File: config.mk
export PLATFORM = sky130hd
export DESIGN_NAME = lap_stopwatch_core
export DESIGN_NICKNAME = d
export VERILOG_FILES = /design/src/rtl/stopwatch_pkg.sv /design/src/rtl/bcd_digit.sv /design/src/rtl/lap_stopwatch_core.sv
export SDC_FILE = /design/constraint.sdc
export NUM_CORES = 1
export LEC_CHECK = 0
export CAP_MARGIN = 20
export CORE_AREA = 2 2 127 129
export CTS_CLUSTER_DIAMETER = 30
export DETAILED_ROUTE_END_ITERATION = 8
export DIE_AREA = 0 0 129 131
export SKIP_LAST_GASP = 1
export SYNTH_ARGS = -nofsm -noshare
export SYNTH_HDL_FRONTEND = slang
export SYNTH_SLANG_ARGS = --single-unit
File: constraint.sdc
create_clock -name clk -period 7.7 [get_ports clk]
set_input_delay 1.54 -clock clk [delete_from_list [all_inputs] [get_ports clk]]
set_output_delay 1.54 -clock clk [all_outputs]
set_load 0.02 [all_outputs]
File: src/rtl/stopwatch_pkg.sv
// Shared types for the lap stopwatch: FSM state encoding and the BCD digit type.
// Pure declarations; no timing or flow-control behaviour of its own.
package stopwatch_pkg;
  typedef enum logic [1:0] {IDLE, RUNNING, PAUSED} sw_state_t;
  typedef logic [3:0] bcd_t;
  localparam bcd_t BCD_MAX = 4'd9;
endpackage

File: src/rtl/bcd_digit.sv
// One BCD decade: clears or increments on the clock, wrapping 9->0.
// q is registered (1 cycle); carry is combinational so a whole chain ripples within one cycle.
module bcd_digit
  import stopwatch_pkg::*;
(
  input  logic clk,
  input  logic reset,
  input  logic clr,
  input  logic inc,
  output bcd_t q,
  output logic carry
);
  bcd_t q_q, q_d;

  always_comb begin
    q_d = q_q;
    if (clr)
      q_d = '0;
    else if (inc)
      q_d = (q_q == BCD_MAX) ? '0 : q_q + 4'd1;
  end

  always_ff @(posedge clk) begin
    if (reset) q_q <= '0;
    else       q_q <= q_d;
  end

  assign q     = q_q;
  assign carry = inc && (q_q == BCD_MAX);
endmodule

File: src/rtl/lap_stopwatch_core.sv
// Stopwatch core: tick-prescaled BCD counter, run/pause/clear FSM and lap memory with recall.
// live_bcd lags the qualifying tick by 1 cycle; lap_bcd lags lap_idx by 1 cycle; no backpressure.
module lap_stopwatch_core
  import stopwatch_pkg::*;
#(
  parameter int NDIGITS         = 4,
  parameter int LAP_DEPTH       = 8,
  parameter int TICKS_PER_COUNT = 10,
  localparam int IDX_W = (LAP_DEPTH > 1) ? $clog2(LAP_DEPTH) : 1,
  localparam int CNT_W = $clog2(LAP_DEPTH + 1),
  localparam int PSC_W = (TICKS_PER_COUNT > 1) ? $clog2(TICKS_PER_COUNT) : 1
) (
  input  logic                 clk,
  input  logic                 reset,
  input  logic                 tick,
  input  logic                 ststop,
  input  logic                 lap,
  input  logic                 clear,
  input  logic                 recall,
  output logic                 run,
  output logic [4*NDIGITS-1:0] live_bcd,
  output logic [4*NDIGITS-1:0] lap_bcd,
  output logic [IDX_W-1:0]     lap_idx,
  output logic [CNT_W-1:0]     lap_cnt,
  output logic                 lap_full,
  output logic                 rollover
);
  sw_state_t            state_q;
  logic                 run_q;
  logic [PSC_W-1:0]     psc_q, psc_d;
  logic [CNT_W-1:0]     lap_cnt_q, lap_cnt_d;
  logic [IDX_W-1:0]     lap_idx_q, lap_idx_d;
  logic [4*NDIGITS-1:0] lap_bcd_q, lap_bcd_d;
  logic                 rollover_q, rollover_d;
  logic [4*NDIGITS-1:0] lap_mem [LAP_DEPTH];

  logic                 running, clear_acc, lap_acc, count_en, full;
  logic [NDIGITS:0]     inc_chain;
  bcd_t [NDIGITS-1:0]   dig;

  assign running = (state_q == RUNNING);
  // ststop+clear in IDLE is a plain start, so clear is only honoured without ststop there.
  assign clear_acc = clear && ((state_q == PAUSED) || ((state_q == IDLE) && !ststop));
  assign full      = (lap_cnt_q == CNT_W'(LAP_DEPTH));
  assign lap_acc   = running && lap && !full;
  assign count_en  = running && tick && (psc_q == PSC_W'(TICKS_PER_COUNT - 1));

  assign inc_chain[0] = count_en;
  for (genvar g = 0; g < NDIGITS; g++) begin : g_dig
    bcd_digit u_dig (
      .clk   (clk),
      .reset (reset),
      .clr   (clear_acc),
      .inc   (inc_chain[g]),
      .q     (dig[g]),
      .carry (inc_chain[g+1])
    );
  end

  always_ff @(posedge clk) begin
    if (reset) begin
      state_q <= IDLE;
      run_q   <= 1'b0;
    end else begin
      case (state_q)
        IDLE: if (ststop) begin
          state_q <= RUNNING;
          run_q   <= 1'b1;
        end
        RUNNING: if (ststop) begin
          state_q <= PAUSED;
          run_q   <= 1'b0;
        end
        PAUSED: if (clear) begin
          state_q <= IDLE;
          run_q   <= 1'b0;
        end else if (ststop) begin
          state_q <= RUNNING;
          run_q   <= 1'b1;
        end
        default: begin
          state_q <= IDLE;
          run_q   <= 1'b0;
        end
      endcase
    end
  end

  always_comb begin
    psc_d      = psc_q;
    lap_cnt_d  = lap_cnt_q;
    lap_idx_d  = lap_idx_q;
    rollover_d = rollover_q;
    if (running && tick)
      psc_d = count_en ? '0 : psc_q + PSC_W'(1);
    if (inc_chain[NDIGITS])
      rollover_d = 1'b1;
    if (lap_acc) begin
      lap_cnt_d = lap_cnt_q + CNT_W'(1);
      lap_idx_d = IDX_W'(lap_cnt_q);
    end else if (recall && (lap_cnt_q != '0)) begin
      lap_idx_d = (CNT_W'(lap_idx_q) + CNT_W'(1) == lap_cnt_q) ? '0 : lap_idx_q + IDX_W'(1);
    end
    if (clear_acc) begin
      psc_d      = '0;
      lap_cnt_d  = '0;
      lap_idx_d  = '0;
      rollover_d = 1'b0;
    end
    lap_bcd_d = (lap_cnt_q == '0) ? '0 : lap_mem[lap_idx_q];
  end

  always_ff @(posedge clk) begin
    if (reset) begin
      psc_q      <= '0;
      lap_cnt_q  <= '0;
      lap_idx_q  <= '0;
      lap_bcd_q  <= '0;
      rollover_q <= 1'b0;
    end else begin
      psc_q      <= psc_d;
      lap_cnt_q  <= lap_cnt_d;
      lap_idx_q  <= lap_idx_d;
      lap_bcd_q  <= lap_bcd_d;
      rollover_q <= rollover_d;
    end
  end

  // Storage carries no reset: entries are only visible once lap_cnt covers them.
  always_ff @(posedge clk) begin
    if (!reset && lap_acc)
      lap_mem[IDX_W'(lap_cnt_q)] <= dig;
  end

  assign run      = run_q;
  assign live_bcd = dig;
  assign lap_bcd  = lap_bcd_q;
  assign lap_idx  = lap_idx_q;
  assign lap_cnt  = lap_cnt_q;
  assign lap_full = full;
  assign rollover = rollover_q;
endmodule

## Yosys cells after proc, flatten, opt, wreduce, memory -nomap -nowiden

Memory sizes are Yosys's and may differ from the RTL's. A register that Yosys moved wholly into a read port is not among the register bits.
Index checks and enable logic that the tools add are counted.

- Memory bits (writable): 128
- Output and inout bits: 42
- Bits in latches: 0
- Memories: 1
- ROM bits: 0
- Flip-flop bits (word level): 31
- Input bits: 7
- Logic and storage cells: 69

- Reduce and logical (&&, ||, !) cells: 22
- $lt $le $gt $ge: 0
- Divide/modulo/power cells: 0
- Mux-type cells: 18
- Shifts and indexed selects: 0
- $mul: 0
- Add/sub/neg operators: 8
- Eq/ne operators: 10
- Bitwise operators: 0

Memory list:

| name | words | width | rd ports | clocked after memory_dff | write ports | RTL line | source |
|---|---|---|---|---|---|---|---|
| lap_mem | 8 | 16 | 1 | 1 | 1 | lap_stopwatch_core.sv:35 | `logic [4*NDIGITS-1:0] lap_mem [LAP_DEPTH];` |

Operators by type and width:

| operator | count |
|---|---|
| adder 4 x 1 -> 4 bit (second input constant) | 6 |
| equality test 4 bit (second input constant) | 6 |
| 2-to-1 mux 4 bit | 5 |
| logical AND 1 bit | 12 |
| 2-to-1 mux 3 bit | 3 |
| 2-to-1 mux 2 bit | 3 |
| one-hot mux 2 bit (3 select lines) | 1 |
| 2-to-1 mux 1 bit | 5 |
| adder 3 x 1 -> 4 bit (second input constant) | 1 |
| equality test 4 bit | 1 |
| logical NOT 4 bit | 1 |
| nonzero test 4 bit | 1 |
| OR reduction 2 bit | 2 |
| adder 3 x 1 -> 3 bit (second input constant) | 1 |
| logical NOT 1 bit | 3 |
| one-hot mux 1 bit (3 select lines) | 1 |
| equality test 2 x 1 -> 1 bit (second input constant) | 1 |
| equality test 2 bit (second input constant) | 1 |
| logical NOT 2 bit | 1 |
| inequality test 2 bit (second input constant) | 1 |
| nonzero test 2 bit | 1 |
| logical OR 1 bit | 1 |

## Longest topological paths before layout

- Depth after elaboration: 7
- Depth in mapped cells: 9
- Depth with buffers taken out: 7

## Modules after synthesis

Synthesis repeated with hierarchy kept, for this count alone.

- Cells, all modules: 409
- Area, all modules: 6834.1 sq um

Modules (own cells, without submodules):

| module | cells each | times used | sequential area each (sq um) | area an instance (sq um) |
|---|---|---|---|---|
| lap_stopwatch_core | 329 | 1 | 4464.3 | 6078.3 |
| bcd_digit | 20 | 4 | 80.1 | 188.9 |

## Least setup slack after synthesis

No wires, ideal clock.

- Path type: input to register
- Start point: input port lap
- End point: memory lap_mem[0][0] in the netlist's numbering (enable)
- Path slack: 4.112 ns
- Path buffers: 0
- Data arrival time: 3.179 ns
- Cell stages on the path: 3
- Data required time: 7.291 ns
- Setup time: 0.409 ns
- Cells stage by stage: nand3_1 or3_1 nor3_1

- Longest elaborated chain between the ends: 5

RTL lines:

| what | RTL line | source |
|---|---|---|
| start: declaration | lap_stopwatch_core.sv:17 | `input logic lap,` |
| logical AND 1 bit (2 in series) | lap_stopwatch_core.sv:45 | `assign lap_acc = running && lap && !full;` |
| logical AND 1 bit | lap_stopwatch_core.sv:131 | `if (!reset && lap_acc)` |
| 2-to-1 mux 1 bit | lap_stopwatch_core.sv:131 |  |
| 2-to-1 mux 1 bit (not written as such) | lap_stopwatch_core.sv:132 | `lap_mem[IDX_W'(lap_cnt_q)] <= dig;` |
| end: declaration | lap_stopwatch_core.sv:35 |  |

Every way passes these cells.

## Final worst setup path

- Start point: register lap_cnt_q[0], in the netlist lap_cnt[0]
- End point: output port lap_full

- Longest elaborated chain between the ends: 1

RTL lines:

| what | RTL line | source |
|---|---|---|
| start: declaration | lap_stopwatch_core.sv:31 | `logic [CNT_W-1:0] lap_cnt_q, lap_cnt_d;` |
| start signal: assignment | lap_stopwatch_core.sv:122 | `lap_cnt_q <= lap_cnt_d;` |
| equality test 4 bit | lap_stopwatch_core.sv:44 | `assign full = (lap_cnt_q == CNT_W'(LAP_DEPTH));` |
| end: declaration | lap_stopwatch_core.sv:25 | `output logic lap_full,` |

Every way passes these cells.

==> impl_metrics.yaml <==
power_and_ir_drop:
  power.net_switching_mw: 0.377
  swShare_pct: 20.3
  p_int_mw: 1.47
  p_comb_share_pct: 4.4
  total_power_mw: 1.85
  seq_power_share_pct: 54.9
  p_per_area_nw_per_um2: 228
  p_leak_nw: 2.62
  pwr-share-clk_pct: 40.7
  irDropWorstVdd_mv: 0.162
routing:
  ant_nets: 0
  wl_um: 13500
  firstDrtPassIters: 5
  drtIter0Drc: 218
  route.detailed.drc: 0
  drt-vias-per-instance: 5.26
  vias: 3754
  avgRoutedWirePerCell_um: 18.9
run:
  drv_cap: 0
setup_path:
  cp.required_ns: 6.16
  crit_slowest_cell: "dfxtp_1"
  crit_family: "buffers and inverters"
  worstSetupStartpointType: "register"
  worstPathArrival_ns: 2.18
  path_class: "reg -> out"
  cp_max_fo: 11
  reg2reg_depth: 8
  path_depth: 5
  cp_slowest_stage_delay_ns: 0.62
  path_cells: "inv_1 -> ha_1 -> nand3b_1 -> inv_1 -> clkdlybuf4s50_1"
  cp_num_buf_inv: 3
  crit_path_end_kind: "primary output"
  cp_common_cell: "inv_1"
synthesis:
  synthesis.area_um2: 6850
  yosys.area.top_type: "edfxtp_1"
  syn-mean-instance-area_um2: 16.0
  mappedNetlistNets: 439
  synth.top_cell.area_share_pct: 56.2
  synthTopCellsByArea: "edfxtp_1, dfxtp_1, mux4_2"
  synthCells: 427
  synth_flop_cell: "edfxtp_1"
  synth_commonest_cells: "edfxtp_1, nor2_1, dfxtp_1"
  synthDistinctLibCells: 49
  ys_ff_latch: 175
  yosysMostFrequentCell: "edfxtp_1"
  ys_warn_count: 0
  synth_edf_count: 128
  yosysSeqAreaShare_pct: 69.9
  async_flop_share_pct: 0
die:
  die_y_um: 131
  rows: 46
  die_w_um: 129
  die_area_um2: 16900
  coreArea_um2: 15600
  io_pins: 49
  start_util_pct: 43.9
cts:
  cts_setup_buffers: 0
  cts_root_buf: "clkbuf_16"
  cts_sinks: 175
  max-clock-path-buffers: 2
  cts_tree: "done"
  cts_buffers: 17
  post_cts_resized: 0
  holdBufCountCts: 0
  path_clk_slew_ns: 0.06
  insertion_delay_ns: 0.42
  cts_max_level: 4
grt:
  grt_usage_pct: 17.4
  grt_pass1_wl_um: 21200
  grt_pass1_vias: 3819
  grt-ovfl-total: 0
  grt_max_degree: 38
  antenna_found_initial: 0
sta:
  setup-tns-final_ns: 0
  finalWorstSetupSlack_ns: 3.98
  maxSlewHeadroom_pct: 34.8
  final.setup_skew_ns: 0.00931
  finalHoldViolCount: 0
  drv_slew: 0
  rsz0062_at_grt: "false"
  finalSetupViolations: 0
  period_share_pct: 48.3
  fin_crit_ns: 3.72
  worstMarginPinSlew_ns: 0.975
  fmax_mhz: 269
  finalHoldWorstSlack_ns: 0.476
placement:
  io_buffers: 48
  place_inst: 682
  place.detailed.hpwl_um: 8090
  dp_slack_ns: 3.79
  routabilityCongestion: 0.776
layout:
  nFillCells: 1272
  nets: 497
  diodes: 0
  stdcell_count: 714
  area.growth.synth_to_final_pct: 18.4
  layout-drive-gt1-share_pct: 16.1
run_status:
  status: "complete, no violations"
worst_hold_path:
  min_path_cells: 1
  hp-class: "reg -> reg"
[state kept, by name, indices dropped and copies added, names as in the netlist]
name and cells:
rollover 1, lap_cnt 4, run 1, lap_mem 128, lap_bcd 16, psc_q 4
lap_idx 3, state_q 2, g_dig.u_dig.q 16
[final cells by class]
| cell class | count | area, um2 | area share, % |
|---|---|---|---|
| clock buffers | 26 | 479 | 5.91 |
| clock inverters | 6 | 38.8 | 0.478 |
| inverters | 10 | 37.5 | 0.463 |
| multi-input cells | 222 | 1930 | 23.8 |
| flip-flops and latches | 175 | 4790 | 59.0 |
| well taps | 216 | 270 | 3.33 |
| repair buffers | 59 | 563 | 6.95 |
[metal layers]
metal	wire length [um]	vias up	track usage, %
li1	-	1742	-
met1	6270	1914	23.3
met2	6650	87	28.0
met3	444	11	4.48
met4	138	0	5.82
met5	0	-	0
[cells by family after synthesis]
group	count (synthesis)	share of synthesized area, %
DFF	175	69.9
and+or+nand+nor	118	8.79
muxes	50	13.2
AOI/OAI and AO/OA	32	3.02
buffers and inverters	30	2.03
xor gates and xnor gates	17	2.18
adders and majority gates	5	0.914
[power by group through the flow]
stage | clock (mW) | combinational [mW] | sequential [mW]
after floorplan | 0 | 0.0522 | 1.04
after global placement | 0 | 0.0823 | 1.04
after detailed placement | 0 | 0.0831 | 1.04
after CTS | 0.778 | 0.0835 | 1.02
after global routing | 0.815 | 0.0906 | 1.02
final | 0.754 | 0.0820 | 1.02
[layout by cell type, fill, tap and decap left out, drive strengths merged, types with 4 or more instances in the layout]
| cell type | netlist | layout |
|---|---|---|
| xor2 | 9 | 9 |
| a21oi | 12 | 12 |
| clkbuf | 10 | 26 |
| xnor2 | 8 | 8 |
| clkinv | 0 | 4 |
| buf | 10 | 11 |
| nor2b | 8 | 8 |
| edfxtp | 128 | 128 |
| nand2 | 23 | 23 |
| nor2 | 50 | 50 |
| clkdlybuf4s50 | 0 | 48 |
| nor3 | 4 | 4 |
| nand3 | 5 | 5 |
| nor3b | 6 | 6 |
| mux2i | 17 | 17 |
| o21ai | 4 | 4 |
| mux4 | 32 | 32 |
| nand4 | 4 | 4 |
| inv | 10 | 10 |
| ha | 5 | 5 |
| dfxtp | 47 | 47 |
[through the flow]
step	area, um2	utilization (%)
finish	8110	52.0
global route	8110	52.0
CTS	8110	52.0
detailed placement	7590	48.7
global placement	7590	48.7
floorplan	6850	-
[worst paths after layout]
kind               from        endpoint  slack [ns]
max          lap_cnt[0]        lap_full        3.98
min            rollover        rollover        0.48
max reg2reg  lap_cnt[0]  lap_mem[6][15]        4.62
min reg2reg    rollover        rollover        0.48
[worst register-to-register path, stage by stage (launching register included)]
cell	delay, ns
dfxtp_1	0.62
inv_1	0.17
ha_1	0.26
nand3b_1	0.13
nand3_1	0.18
nor2_1	0.15
nand2_1	0.16
nor2_1	0.80
buf_4	0.32
(Power assumes the default switching activity.)
